`config.mk`:
```
export PLATFORM = sky130hd
export DESIGN_NAME = calib_window_avg
export DESIGN_NICKNAME = d
export VERILOG_FILES = /design/src/rtl/calib_window_avg.sv
export SDC_FILE = /design/constraint.sdc
export NUM_CORES = 1
export LEC_CHECK = 0
export ABC_AREA = 1
export CORE_MARGIN = 1.5
export CORE_UTILIZATION = 60
export CTS_CLUSTER_SIZE = 8
export DETAILED_ROUTE_END_ITERATION = 8
export PLACE_DENSITY = 0.83
export RECOVER_POWER = 25
export SETUP_SLACK_MARGIN = 0.1
export SLEW_MARGIN = 15
export SYNTH_ARGS = -nofsm -noshare
export SYNTH_HDL_FRONTEND = slang
export SYNTH_SLANG_ARGS = --single-unit
```
`constraint.sdc`:
```
create_clock -name clk -period 8.2 [get_ports clk]
set_clock_uncertainty 0.05 [all_clocks]
set_input_delay 1.64 -clock clk [delete_from_list [all_inputs] [get_ports clk]]
set_output_delay 1.64 -clock clk [all_outputs]
set_load 0.05 [all_outputs]
```
`src/rtl/calib_window_avg.sv`:
```
`default_nettype none
// ============================================================================
// Module   : calib_window_avg
// Purpose  : Calibration-colour extractor for the face-blocker pixel path.
//            It tracks the raster address of an RGB565 pixel stream. While
//            calibration is enabled, it averages a 2^WIN_LOG2W x 2^WIN_LOG2H
//            window per channel, starting at (WIN_X0, WIN_Y0). The result is
//            the reference skin colour passed to the colour-match stage.
// Ports    : clk        - system clock, rising edge
//            reset      - synchronous active-high reset
//            ready      - one pixel presented this cycle, advances address
//            reset_addr - force raster address to (0,0), beats ready
//            c_enable   - calibration enable (level)
//            valid      - in_pixel carries real data in a ready cycle
//            in_pixel   - RGB565 {R[15:11],G[10:5],B[4:0]}
//            avg_pixel  - latest accepted window average
//            avg_done   - 1-cycle pulse when avg_pixel updates
//            sample_err - 1-cycle pulse when a window is discarded
//            busy       - high while accumulating a window
// Revision : 1.0 - initial release
// ============================================================================
module calib_window_avg #(
  parameter int          H_RES         = 320,
  parameter int          V_RES         = 240,
  parameter int          WIN_X0        = 156,
  parameter int          WIN_Y0        = 116,
  parameter int          WIN_LOG2W     = 3,
  parameter int          WIN_LOG2H     = 3,
  parameter logic [15:0] DEFAULT_PIXEL = 16'h838E
) (
  input  logic        clk,
  input  logic        reset,
  input  logic        ready,
  input  logic        reset_addr,
  input  logic        c_enable,
  input  logic        valid,
  input  logic [15:0] in_pixel,
  output logic [15:0] avg_pixel,
  output logic        avg_done,
  output logic        sample_err,
  output logic        busy
);

  localparam int X_W  = (H_RES > 1) ? $clog2(H_RES) : 1;
  localparam int Y_W  = (V_RES > 1) ? $clog2(V_RES) : 1;
  localparam int SH   = WIN_LOG2W + WIN_LOG2H;
  localparam int SR_W = 5 + SH;
  localparam int SG_W = 6 + SH;

  localparam logic [X_W-1:0] X_LO  = X_W'(WIN_X0);
  localparam logic [X_W-1:0] X_HI  = X_W'(WIN_X0 + (1 << WIN_LOG2W) - 1);
  localparam logic [Y_W-1:0] Y_LO  = Y_W'(WIN_Y0);
  localparam logic [Y_W-1:0] Y_HI  = Y_W'(WIN_Y0 + (1 << WIN_LOG2H) - 1);
  localparam logic [X_W-1:0] X_MAX = X_W'(H_RES - 1);
  localparam logic [Y_W-1:0] Y_MAX = Y_W'(V_RES - 1);

  typedef enum logic [1:0] {
    ST_IDLE  = 2'd0,
    ST_ARMED = 2'd1,
    ST_ACCUM = 2'd2,
    ST_DONE  = 2'd3
  } state_t;

  state_t            state_q, state_d;
  logic [X_W-1:0]    x_q, x_d;
  logic [Y_W-1:0]    y_q, y_d;
  logic [SR_W-1:0]   sum_r_q, sum_r_d;
  logic [SG_W-1:0]   sum_g_q, sum_g_d;
  logic [SR_W-1:0]   sum_b_q, sum_b_d;
  logic              bad_q, bad_d;
  logic [15:0]       avg_q, avg_d;
  logic              done_q, done_d;
  logic              err_q, err_d;
  logic              busy_q, busy_d;
  logic              collect;

  // Window membership of the pixel presented this cycle.
  logic hit, last_px, frame_start;
  assign hit         = ready && (x_q >= X_LO) && (x_q <= X_HI) &&
                       (y_q >= Y_LO) && (y_q <= Y_HI);
  assign last_px     = hit && (x_q == X_HI) && (y_q == Y_HI);
  assign frame_start = ready && (x_q == '0) && (y_q == '0);

  always_comb begin
    state_d = state_q;
    x_d     = x_q;
    y_d     = y_q;
    sum_r_d = sum_r_q;
    sum_g_d = sum_g_q;
    sum_b_d = sum_b_q;
    bad_d   = bad_q;
    avg_d   = avg_q;
    done_d  = 1'b0;
    err_d   = 1'b0;
    collect = 1'b0;

    // Raster address; reset_addr wins over ready.
    if (reset_addr) begin
      x_d = '0;
      y_d = '0;
    end else if (ready) begin
      if (x_q == X_MAX) begin
        x_d = '0;
        y_d = (y_q == Y_MAX) ? '0 : y_q + Y_W'(1);
      end else begin
        x_d = x_q + X_W'(1);
      end
    end

    case (state_q)
      ST_IDLE: begin
        if (c_enable) state_d = ST_ARMED;
      end
      ST_ARMED: begin
        if (!c_enable) begin
          state_d = ST_IDLE;
        end else if (frame_start) begin
          // Fresh window; a window anchored at (0,0) also takes this pixel.
          sum_r_d = '0;
          sum_g_d = '0;
          sum_b_d = '0;
          bad_d   = 1'b0;
          state_d = ST_ACCUM;
          collect = 1'b1;
        end
      end
      ST_ACCUM: begin
        if (!c_enable) begin
          state_d = ST_IDLE;
        end else if (reset_addr) begin
          // Raster restarted under us: the partial window is unusable.
          state_d = ST_ARMED;
          err_d   = 1'b1;
        end else begin
          collect = 1'b1;
        end
      end
      ST_DONE: begin
        if (bad_q) begin
          err_d = 1'b1;
        end else begin
          // Window size is a power of two, so the top bits are the average.
          avg_d  = {sum_r_q[SR_W-1 -: 5], sum_g_q[SG_W-1 -: 6],
                    sum_b_q[SR_W-1 -: 5]};
          done_d = 1'b1;
        end
        state_d = c_enable ? ST_ARMED : ST_IDLE;
      end
      default: state_d = ST_IDLE;
    endcase

    if (collect && hit) begin
      if (valid) begin
        sum_r_d = sum_r_d + SR_W'(in_pixel[15:11]);
        sum_g_d = sum_g_d + SG_W'(in_pixel[10:5]);
        sum_b_d = sum_b_d + SR_W'(in_pixel[4:0]);
      end else begin
        bad_d = 1'b1;
      end
      if (last_px) state_d = ST_DONE;
    end

    busy_d = (state_d == ST_ACCUM);
  end

  always_ff @(posedge clk) begin
    if (reset) begin
      state_q <= ST_IDLE;
      x_q     <= '0;
      y_q     <= '0;
      sum_r_q <= '0;
      sum_g_q <= '0;
      sum_b_q <= '0;
      bad_q   <= 1'b0;
      avg_q   <= DEFAULT_PIXEL;
      done_q  <= 1'b0;
      err_q   <= 1'b0;
      busy_q  <= 1'b0;
    end else begin
      state_q <= state_d;
      x_q     <= x_d;
      y_q     <= y_d;
      sum_r_q <= sum_r_d;
      sum_g_q <= sum_g_d;
      sum_b_q <= sum_b_d;
      bad_q   <= bad_d;
      avg_q   <= avg_d;
      done_q  <= done_d;
      err_q   <= err_d;
      busy_q  <= busy_d;
    end
  end

  assign avg_pixel  = avg_q;
  assign avg_done   = done_q;
  assign sample_err = err_q;
  assign busy       = busy_q;

endmodule
`default_nettype wire

```
* Word-level counts from Yosys, hierarchy flattened
Cells that the tools add are included.
Word-level totals: register bits after elaboration 73, latch bits 0, RAM bits 0, bits in read-only memories 0, input bits 22, output and inout port bits 19, memories 0
Operators by class: add/subtract/negate cells 5, $mul 0, div/mod/pow operators 0, $lt $le $gt $ge 4, equality and inequality tests 8, shift operators 0, mux-type cells 41, bitwise logic cells 2, reductions and logical operators 16
Operators with widths (count):
- 2-to-1 mux 11 bit | 10
- 2-to-1 mux 12 bit | 5
- adder 11 x 5 -> 11 bit | 2
- 2-to-1 mux 1 bit | 14
- 2-to-1 mux 2 bit | 7
- adder 12 x 6 -> 12 bit | 1
- adder 9 x 1 -> 9 bit (second input constant) | 1
- == test 9 x 8 -> 1 bit (second input constant) | 1
- == test 9 bit (second input constant) | 1
- greater-or-equal comparator 9 x 8 -> 1 bit (second input constant) | 1
- less-or-equal comparator 9 x 8 -> 1 bit (second input constant) | 1
- logical AND 1 bit | 9
- logical NOT 9 bit | 1
- 2-to-1 mux 9 bit | 1
- adder 8 x 1 -> 8 bit (second input constant) | 1
- == test 8 x 7 -> 1 bit (second input constant) | 1
- == test 8 bit (second input constant) | 1
- greater-or-equal comparator 8 x 7 -> 1 bit (second input constant) | 1
- less-or-equal comparator 8 x 7 -> 1 bit (second input constant) | 1
- logical NOT 8 bit | 1
- 2-to-1 mux 8 bit | 1
- one-hot mux 2 bit (4 select lines) | 1
- == test 2 bit (second input constant) | 3
- one-hot mux 1 bit (2 select lines) | 2
- 5 further kinds | 8

* Longest topological paths before layout
depth after elaboration 10, depth in mapped cells 22, gate-level depth less buffers 21

* Least setup slack after synthesis
Ideal clock, no wire load.
kind input to register, from in ready, to reg sum_b_q[10], setup time 113 ps, data arrival time 3871 ps, required time 8037 ps, slack 4166 ps, cell stages on the path 20, cells stage by stage inv_2 > nor2_2 > nand2_1 > nor2_2 > nand3_2 > buf_2 > buf_2 > nand2_1 > inv_1 > ha_1 > fa_1 > nand3_1 > nand2_1 > a21o_1 > nand2_1 > nor2_4 > nand3_1 > nand2_1 > nand2_1 > nor2_1
Between the ends: longest elaborated chain between the ends 8, elaborated cells between the ends (all ways) 16, those cells by class add/sub (1); mux (8); reduce/logical (7)
Ends and longest elaborated chain:
- start: declaration | line 33 | input logic ready,
- logical AND 1 bit (2 in a row) | line 82 | assign frame_start = ready && (x_q == '0) && (y_q == '0);
- 2-to-1 mux 11 bit | line 117 | end else if (frame_start) begin
- 2-to-1 mux 11 bit | line 115 | if (!c_enable) begin
- 2-to-1 mux 11 bit | line 110 | case (state_q)
- adder 11 x 5 -> 11 bit | line 156 | sum_b_d = sum_b_d + SR_W'(in_pixel[4:0]);
- 2-to-1 mux 11 bit | line 153 | if (valid) begin
- 2-to-1 mux 11 bit * | line 152 | if (collect && hit) begin
- end signal: assignment | line 185 | sum_b_q <= sum_b_d;
- end: declaration | line 69 | logic [SR_W-1:0] sum_b_q, sum_b_d;
Every way passes the cells marked *; elsewhere a longest branch is shown, timed or not. A chain may end at the register's enable or synchronous reset.

* Worst setup path in the final report
from in ready, to reg sum_g_q[10]
Between the ends: longest elaborated chain between the ends 8, elaborated cells between the ends (all ways) 16, those cells by class add/sub (1); mux (8); reduce/logical (7)
Ends and longest elaborated chain:
- logical AND 1 bit (2 in a row) | line 82
- 2-to-1 mux 12 bit | line 117
- 2-to-1 mux 12 bit | line 115
- 2-to-1 mux 12 bit | line 110
- adder 12 x 6 -> 12 bit | line 155 | sum_g_d = sum_g_d + SG_W'(in_pixel[10:5]);
- 2-to-1 mux 12 bit | line 153
- 2-to-1 mux 12 bit * | line 152
- end signal: assignment | line 184 | sum_g_q <= sum_g_d;
- end: declaration | line 68 | logic [SG_W-1:0] sum_g_q, sum_g_d;
Marked as above.

==> flow_metrics.tcl <==
set metrics [dict create \
    syn_to_final_growth_pct 14.5 \
    fin_crit_ps 4930 \
    status "finished with violations" \
    grt_overflow 0 \
    root_buffer "clkbuf_8" \
    met1_usage_pct 34.6 \
    finalSetupTns_ps 0 \
    grt_max_degree 46 \
    ios 41 \
    start_kind "input port" \
    cts_resized 0 \
    maxSlewHeadroom_pct 15.9 \
    final_layout_size_suffix_gt1_share_pct 7.13 \
    synth-compound-area-share_pct 13.2 \
    cts_buffers 9 \
    grt.busiest_layer "met2" \
    tightest_slew_ps 1260 \
    comb_power_share_pct 6.8 \
    rsz0062_at_grt "false" \
    report.final.slew_viol_count 0 \
    start_util_pct 63.0 \
    pwr-share-seq_pct 54.9 \
    postCtsSetupBuffers 0 \
    finalCoreUtilization_pct 72.1 \
    dp_hpwl_mm 6.04 \
    hold_path.class "reg2reg" \
    synth_ff_type "dfxtp_1" \
    rows 29 \
    endpoint_kind "register" \
    crit_arrival_ps 5150 \
    post-route-drc-count 3 \
    syn-cell-area_um2 4070 \
    use_met3_pct 3.31 \
    synthXorXnorAreaFrac_pct 3.23 \
    antenna_found_initial 0 \
    clk_pin_slew_worst_paths_ps 80 \
    yosysWarnings 0 \
    drv_cap 0 \
    ant_nets 0 \
    routabilityCongestion 0.924 \
    drtIter0Drc 241 \
    vdd_ir_drop_max_v 0.0000860 \
    synth.area.mux_share_pct 0 \
    syn_nets 623 \
    switching_share_pct 25.7 \
    diodes 0 \
    detail_route.first_pass.iterations 7 \
    insertion_delay_ps 340 \
    post_drt_wl_per_cell_um 12.2 \
    p_sw_uw 167 \
    syn_inst 574 \
    power.leakage_uw 0.00215 \
    synthAdderAreaFrac_pct 8.86 \
    setup_violations 0 \
    worstSetupPathType "in2reg" \
    via_per_inst 5.33 \
    die_area_um2 7280 \
    powerDensity_nw_per_um2 140 \
    cts_max_level 3 \
    synth_cell_types 39 \
    postCtsHoldBufs 0 \
    clockBufferDepth 2 \
    synth-edff-count 0 \
    intPower_uw 483 \
    hold_violations 0 \
    synth_top_family_by_area "simple AND/OR/NAND/NOR gates" \
    syn_area_per_cell_um2 7.08 \
    async_flop_share_pct 0 \
    grt_pass1_wl_mm 14.6 \
    timing.fmax_mhz 203 \
    ys_seq_area_share_pct 35.9 \
    clkPwrFrac_pct 38.4 \
    cts_tree "built" \
    grt_pass1_vias 3363 \
    cp.required_ps 8420 \
    use_met2_pct 38.5 \
    num_vias 3702 \
    wl_mm 8.48 \
    die_w_um 85.3 \
    cp_max_fo 36 \
    core-area_um2 6460 \
    nNetsFinal 661 \
    clock-sinks 73 \
    io_buffers 40 \
    fin_crit_sh_pct 60.1 \
    ys_seq_elements 73 \
    die_h_um 85.3 \
    failed_checks "DRC" \
    synth-simple-area-share_pct 30.2 \
    grt_usage_pct 24.3 \
]
-- cells in the mapped netlist, types with 5 or more instances --
library cell	number	share of area (%)
a211oi_2	6	1.8
a21oi_1	45	5.5
clkbuf_1	5	0.46
dfxtp_1	73	36
ha_1	24	7.4
inv_1	68	6.3
nand2_1	133	12
nand3_1	23	2.8
nand4_1	5	0.77
nor2_1	83	7.7
nor2_2	8	1.2
nor3_1	11	1.4
o21ai_0	31	3.8
xnor2_1	7	1.5
xor2_1	8	1.7
-- state kept, by name, indices dropped and copies added (netlist names) --
signal and cells:
avg_done 1, x_q 9, sum_g_q 12, avg_pixel 16
bad_q 1, state_q 2, busy 1, sum_b_q 11
sample_err 1, sum_r_q 11, y_q 8
-- per-stage QoR --
stage               total power (uW)  instances  area (um2)  worst slack [ps]  hold WS [ps]
floorplan                        390        574        4070              4170           393
finish                           650        694        4660              3270           415
detailed placement               409        678        4490              3020           396
global placement                 407        678        4490              3090           388
global route                     674        694        4660              2980           449
CTS                              653        694        4660              3320           415
-- layout by cell type, fill, tap and decap left out, types with 4 or more instances in the layout --
master	instances
a21oi_1	45
dfxtp_1	73
nor3_1	11
inv_1	69
nor3b_1	4
a211oi_2	6
nand3_1	23
xor2_1	8
ha_1	24
o21ai_0	31
nand3_2	4
nand2_1	133
nor2_2	9
nand4_1	5
xnor2_1	7
clkdlybuf4s50_1	39
nor2_1	82
clkbuf_8	9
-- metal layers --
layer,vias to the layer above,wire [um]
met5,-,0
met4,0,105
met3,14,469
met2,108,3700
met1,1663,4200
li1,1917,-
-- final timing paths --
kind            startpoint             to  slack (ps)  cells after the start
min          avg_pixel[15]  avg_pixel[15]         410                      2
max                  ready    sum_g_q[10]        3270                     19
min reg2reg  avg_pixel[15]  avg_pixel[15]         410                      2
max reg2reg         x_q[0]    sum_g_q[10]        4600                     20
-- power by group through the flow --
stage | Sequential, uW | Clock [uW] | Combinational, uW
after floorplan | 365 | 0 | 25.2
after global placement | 365 | 0 | 42.6
after detailed placement | 365 | 0 | 43.8
after CTS | 356 | 253 | 44.0
after global routing | 357 | 269 | 48.8
final | 357 | 249 | 43.9
-- logic make-up after synthesis --
family                   count (synthesis)
XOR/XNOR                                15
AO/OA/AOI/OAI                           93
flip-flops                              73
adder cells (fa/ha/maj)                 27
AND/OR/NAND/NOR                        281
buffers and inverters                   85
-- critical path, stage by stage --
cell             delay (ps)
clkdlybuf4s50_1         540
inv_2                   100
nor2_2                   90
nand2_1                  80
nor2_2                  150
nand3_2                 600
nand2_1                 320
inv_1                    70
ha_1                    210
fa_1                    420
nand3_1                 100
nand2_1                 100
nand2_1                  80
nand2_1                  50
a21oi_1                 160
nor2_1                  100
nand2_1                 110
o21ai_0                  80
nor2_1                  140
-- final cells by class --
cell class | count | area (um2)
Tap cell | 77 | 96.3
Clock buffer | 9 | 124
Multi-Input combinational cell | 416 | 2260
Timing Repair Buffer | 41 | 404
Clock inverter | 7 | 46.3
Fill cell | 532 | 1800
Sequential cell | 73 | 1460
Inverter | 71 | 267
Power figures use the tool's default switching activity.
